**src/rtl/layer_compositor.sv**
```systemverilog
// rtl/layer_compositor.sv - priority/OR layer compositor with per-pair overlap matrix
// Collision matrix compiled in only when LAYER_COMPOSITOR_COLLIDE_EN is defined.
module layer_compositor #(
  parameter int NUM_LAYERS = 4,
  parameter int BLEND_MODE = 0,
  parameter int NUM_PAIRS  = NUM_LAYERS * (NUM_LAYERS - 1) / 2
) (
  input  logic                     pixel_clk,
  input  logic                     rst_n,
  input  logic                     fsync,
  input  logic                     active,
  input  logic [NUM_LAYERS-1:0]    layer_active,
  input  logic [NUM_LAYERS*24-1:0] layer_pixel,
  input  logic                     override_en,
  input  logic [23:0]              override_pixel,
  output logic [23:0]              pixel_out,
  output logic [NUM_PAIRS-1:0]     collide_frame,
  output logic                     collide_pulse
);

  if (NUM_LAYERS < 2 || NUM_LAYERS > 8) begin : g_bad_num_layers
    $error("layer_compositor: NUM_LAYERS must be in 2..8");
  end

  logic                     s1_active;
  logic [NUM_LAYERS-1:0]    s1_layer_active;
  logic [NUM_LAYERS*24-1:0] s1_layer_pixel;
  logic                     s1_override_en;
  logic [23:0]              s1_override_pixel;
  logic [23:0]              blend;
  logic [23:0]              pixel_next;

  always_ff @(posedge pixel_clk or negedge rst_n) begin
    if (!rst_n) begin
      s1_active         <= 1'b0;
      s1_layer_active   <= '0;
      s1_layer_pixel    <= '0;
      s1_override_en    <= 1'b0;
      s1_override_pixel <= '0;
    end else begin
      s1_active         <= active;
      s1_layer_active   <= layer_active;
      s1_layer_pixel    <= layer_pixel;
      s1_override_en    <= override_en;
      s1_override_pixel <= override_pixel;
    end
  end

  // Priority walks from the top index down so the lowest active index is written last.
  always_comb begin
    blend = '0;
    if (BLEND_MODE == 0) begin
      for (int i = NUM_LAYERS - 1; i >= 0; i--) begin
        if (s1_layer_active[i]) blend = s1_layer_pixel[24*i +: 24];
      end
    end else begin
      for (int i = 0; i < NUM_LAYERS; i++) begin
        if (s1_layer_active[i]) blend = blend | s1_layer_pixel[24*i +: 24];
      end
    end
  end

  always_comb begin
    pixel_next = '0;
    if (s1_override_en)   pixel_next = s1_override_pixel;
    else if (s1_active)   pixel_next = blend;
  end

  always_ff @(posedge pixel_clk or negedge rst_n) begin
    if (!rst_n) pixel_out <= '0;
    else        pixel_out <= pixel_next;
  end

`ifdef LAYER_COMPOSITOR_COLLIDE_EN
  logic [NUM_PAIRS-1:0] hit;
  logic [NUM_PAIRS-1:0] acc;
  logic [NUM_PAIRS-1:0] frame_next;

  // Row-major upper-triangle pair indexing; override does not mask detection.
  always_comb begin
    hit = '0;
    for (int i = 0; i < NUM_LAYERS; i++) begin
      for (int j = i + 1; j < NUM_LAYERS; j++) begin
        hit[i*NUM_LAYERS - i*(i+1)/2 + (j-i-1)] =
          s1_active & s1_layer_active[i] & s1_layer_active[j];
      end
    end
  end

  assign frame_next = acc | hit;

  // The fsync-cycle hit goes into the closing frame only, never into the new one.
  always_ff @(posedge pixel_clk or negedge rst_n) begin
    if (!rst_n) begin
      acc           <= '0;
      collide_frame <= '0;
      collide_pulse <= 1'b0;
    end else if (fsync) begin
      acc           <= '0;
      collide_frame <= frame_next;
      collide_pulse <= |frame_next;
    end else begin
      acc           <= frame_next;
      collide_pulse <= 1'b0;
    end
  end
`else
  logic unused_fsync;
  assign unused_fsync  = fsync;
  assign collide_frame = '0;
  assign collide_pulse = 1'b0;
`endif

endmodule

```
**config.mk**
```make
export PLATFORM = sky130hd
export DESIGN_NAME = layer_compositor
export DESIGN_NICKNAME = d
export VERILOG_FILES = /design/src/rtl/layer_compositor.sv
export SDC_FILE = /design/constraint.sdc
export NUM_CORES = 1
export LEC_CHECK = 0
export ABC_AREA = 1
export CAP_MARGIN = 15
export CORE_ASPECT_RATIO = 0.8
export CORE_MARGIN = 3
export CORE_UTILIZATION = 42
export CTS_CLUSTER_SIZE = 20
export DETAILED_ROUTE_END_ITERATION = 7
export MAX_ROUTING_LAYER = met4
export PLACE_DENSITY_LB_ADDON = 0.1
export SYNTH_ARGS = -nofsm -noshare
export SYNTH_HDL_FRONTEND = slang
export SYNTH_SLANG_ARGS = --single-unit
export TNS_END_PERCENT = 20
```
**constraint.sdc**
```tcl
create_clock -name pixel_clk -period 1.05 [get_ports pixel_clk]
set_input_delay 0.105 -clock pixel_clk [delete_from_list [all_inputs] [get_ports pixel_clk]]
set_output_delay 0.105 -clock pixel_clk [all_outputs]
set_load 0.01 [all_outputs]
```
======== Word-level counts from Yosys, hierarchy flattened ========
Index checks and enable logic that the tools add are counted.
operators by class
  muxes and demuxes ....................... 6
operator list
  operator  count
  $mux 24   6
word-level totals
  output and inout bits ................... 31
  register bits after elaboration ......... 150
  input port bits ......................... 129
  logic and storage cells ................. 12

======== Depth between registers and ports, before layout ========
  depth after elaboration ................. 6
  mapped depth ............................ 8
  depth with buffers taken out ............ 6

======== Worst setup path after synthesis ========
Ideal clock, no wire load.
  path kind ............................... register to register
  start ................................... register s1_layer_active[0]
  end ..................................... register pixel_out[13]
  library setup time ...................... 116 ps
  clock period less this slack ............ 1,010 ps
  slack ................................... 40 ps
  cell stages (with the launch flop) ...... 7
  path buffers ............................ 2
  data required time ...................... 934 ps
  arrival time ............................ 893 ps
  cells stage by stage .................... dfrtp_1 -> buf_4 -> buf_2 -> a21oi_1 -> nand2_1 -> nand2_1 -> nand2_1
between the ends
  longest elaborated chain between the ends .. 3
ends and longest elaborated chain
  what                      line  text
  from (decl)               26    logic [NUM_LAYERS-1:0] s1_layer_active;
  from (signal assigned)    42    s1_layer_active <= layer_active;
  $mux 24                   54    if (s1_layer_active[i]) blend = s1_layer_pixel[24*i +: 24];
  $mux 24                   66    else if (s1_active) pixel_next = blend;
  $mux 24                   65    if (s1_override_en) pixel_next = s1_override_pixel;
  named net pixel_next[13]  31    logic [23:0] pixel_next;
  to (signal assigned)      71    else pixel_out <= pixel_next;
  to (decl)                 16    output logic [23:0] pixel_out,
The timed path passes the listed nets, and every way through them passes these cells.

======== Final worst setup path ========
  start ................................... register s1_layer_active[2]
  end ..................................... register pixel_out[17]
between the ends
  longest elaborated chain between the ends .. 5
ends and longest elaborated chain
  what                      line
  $mux 24 (3 in series)     54
  $mux 24                   66
  $mux 24                   65
  named net pixel_next[17]  31
The timed path passes the listed nets, and every way through them passes these cells.

==> impl_metrics.yaml <==
timing:
  max_freq_mhz: 879
  min_period_over_period: 1.08
  fin_crit_ns: 1.14
  final.setup.worst_slack_ns: -0.0875
  finalSetupViolCount: 24
  rsz0062_at_grt: "true"
  finalMaxSlewViolations: 0
  fin_skew_ns: 0.00859
  final-hold-violation-count: 0
run:
  drv_cap: 0
routing:
  dr.pass1.iters: 4
  drtIter0Drc: 141
  route.detailed.drc: 0
  drt_wl_total_um: 12700
  vias: 3637
  detail_route.vias_per_cell: 4.57
  antenna_left: 0
  routedWlPerCell_um: 16.0
global_route:
  grt_pass1_wl_um: 19700
  track_usage: 0.199
  grt_max_degree: 50
  use_met2: 0.282
  grt.overflow.total: 0
  top_usage_layer: "met2"
  met3_usage: 0.0633
  antenna_found_initial: 0
  grt.met1_usage: 0.274
  grt_pass1_vias: 3655
setup_path:
  crit_path_start_kind: "flip-flop"
  crit_type: "reg -> reg"
  cp-end-kind: "flip-flop"
  required_ns: 1.37
  crit_fanout: 6
  worstPathArrival_ns: 1.45
worst_hold_path:
  hp-class: "in -> async"
power_and_ir_drop:
  seqPwrFrac: 0.437
  p_sw_uw: 3080
  clkPwrFrac: 0.464
  p_leak_uw: 0.00365
  p_comb_frac: 0.099
  ir_drop_uv: 1220
  internal_power_uw: 11100
  p_sw_frac: 0.217
  p_per_area_mw_per_mm2: 1860
synthesis:
  postSynth.asyncResetShare: 1.00
  ys_types: 18
  yosys.area.top_type: "dfrtp_1"
  synthDominantCellAreaShare: 0.717
  ys_seq_area_frac: 0.717
  syn_area_mm2: 0.00523
  ys_seq_elements: 150
  yosys-top-cells-area: "dfrtp_1 72%, nand2_1 12%, nor2_1 3.4%"
  yosysWarnings: 0
  ys.flop_type: "dfrtp_1"
  synth_top_cells_by_count: "168 x nand2_1, 150 x dfrtp_1, 48 x nor2_1"
  synth_cells: 473
  synth-edff-count: 0
  post-synth-top-count-cell: "nand2_1"
  syn_avg_cell_area_um2: 11.1
place:
  dp_hpwl_um: 8820
  io_buffers: 151
  place_area_mm2: 0.00685
  routabilityCongestion: 0.864
  dp_slack_ns: -0.115
die:
  start_util: 0.443
  rows: 35
  dieArea_mm2: 0.0138
  fp.dieW_um: 131
  io_pins: 160
  fp.dieH_um: 106
  design.core.area_mm2: 0.0118
cts:
  root_buffer: "clkbuf_16"
  cts_buffers: 17
  cts_max_level: 4
  cts_setup_buffers: 0
  path_clk_slew_ns: 0.06
  cts_tree: "yes"
  cts_buffer_depth: 2
  cts_sinks: 150
  clock_latency_ns: 0.42
finish:
  postLayoutCellArea_mm2: 0.00766
  diodes: 0
  drive_gt1_frac: 0.199
  area_growth_syn_to_layout_pct: 46.3
  multi_input_area_mm2: 0.00129
  seqCellArea_mm2: 0.00376
  fill_cells: 955
  nNetsFinal: 765
status:
  violations: "setup timing"
  status: "finished, violations left"
stage by stage:
stage	hold slack (ns)	std cells	total power, uW	TNS (ns)	utilization
after CTS	0.102	795	14300	-0.909	0.632
after detailed placement	-0.00698	762	7680	-1.56	0.580
after global routing	0.101	796	14800	-3.13	0.648
after floorplan	-0.191	479	6800	0	-
final	0.113	796	14200	-1.15	0.648
after global placement	-0.0102	762	7660	-1.25	0.580
final timing paths:
| kind | from | endpoint | slack, ns | cells past startpoint |
|---|---|---|---|---|
| min reg2reg | s1_override_pixel[20]$_DFF_PN0_ | pixel_out[20]$_DFF_PN0_ | 0.44 | 2 |
| max | s1_layer_active[2]$_DFF_PN0_ | pixel_out[17]$_DFF_PN0_ | -0.09 | 7 |
| max in group asynchronous | rst_n | s1_layer_pixel[80]$_DFF_PN0_ | 0.38 | 3 |
| max reg2reg | s1_layer_active[2]$_DFF_PN0_ | pixel_out[17]$_DFF_PN0_ | -0.09 | 7 |
| min in group pixel_clk | layer_pixel[21] | s1_layer_pixel[21]$_DFF_PN0_ | 0.12 | 1 |
| min | rst_n | s1_layer_pixel[19]$_DFF_PN0_ | 0.11 | 2 |
logic make-up (layout without fill, tap and decap cells):
kind of cell	count (synthesis)	count (layout)	synth area share
compound gates	24	24	0.0230
buf+inv	57	226	0.0789
other cells	1	7	0.000717
flops	150	150	0.717
simple gates	241	241	0.180
flip-flops by register name, summed over array words and instances (netlist names):
signal and flops:
pixel_out 24, s1_active 1, s1_layer_active 4, s1_layer_pixel 96, s1_override_pixel 24, s1_override_en 1
repair_timing:
| action | 4_1_cts | 5_1_grt |
|---|---|---|
| endpoints found under the hold margin | 150 | 0 |
| setup endpoints to repair | 48 | 40 |
| gates resized for setup | 119 | 41 |
| pin swaps | 2 | 21 |
| hold buffers | 1 | 0 |
| gates cloned | 1 | 1 |
area by class of cell:
| class | instances | area share |
|---|---|---|
| sequential | 150 | 0.491 |
| clock buffer | 20 | 0.0583 |
| tap | 148 | 0.0242 |
| multi-input combinational | 272 | 0.168 |
| timing repair inverter | 1 | 0.00147 |
| inverter | 28 | 0.0152 |
| clock inverter | 11 | 0.0260 |
| timing repair buffer | 166 | 0.216 |
cells in the final DEF (no fill, tap or decap), types with 2 or more instances in the layout:
cell type	n
inv_8	2
nand3_1	6
nand2_4	2
dfrtp_2	2
dfrtp_1	148
a21oi_1	12
buf_2	21
clkinv_2	2
nand2_2	22
nand3_2	18
nand2_1	145
buf_12	8
clkbuf_16	18
nor2_1	48
inv_1	24
conb_1	7
a21oi_2	12
clkbuf_1	2
clkdlybuf4s50_1	126
bufinv_16	5
clkinv_4	4
buf_6	7
buf_4	2
worst max-delay path, cell delays in order, from the launching register on:
cell,delay (ns)
dfrtp_1,0.38
buf_6,0.18
clkbuf_16,0.17
nand2_1,0.06
nand3_2,0.07
nand2_2,0.08
nand2_1,0.06
nand2_1,0.04
routing by layer:
layer | vias to the layer above | part of all wire
met4 | 0 | 0.014
met3 | 15 | 0.070
met5 | - | 0
met2 | 112 | 0.47
li1 | 1749 | -
met1 | 1761 | 0.44
power by group through the flow:
stage / logic [uW] / clock network (uW) / registers [uW]
after floorplan: 474 / 0 / 6320
after global placement: 1360 / 0 / 6300
after detailed placement: 1380 / 0 / 6300
after CTS: 1350 / 6710 / 6200
after global routing: 1550 / 6980 / 6240
final: 1410 / 6580 / 6210
(Power assumes the default switching activity.)
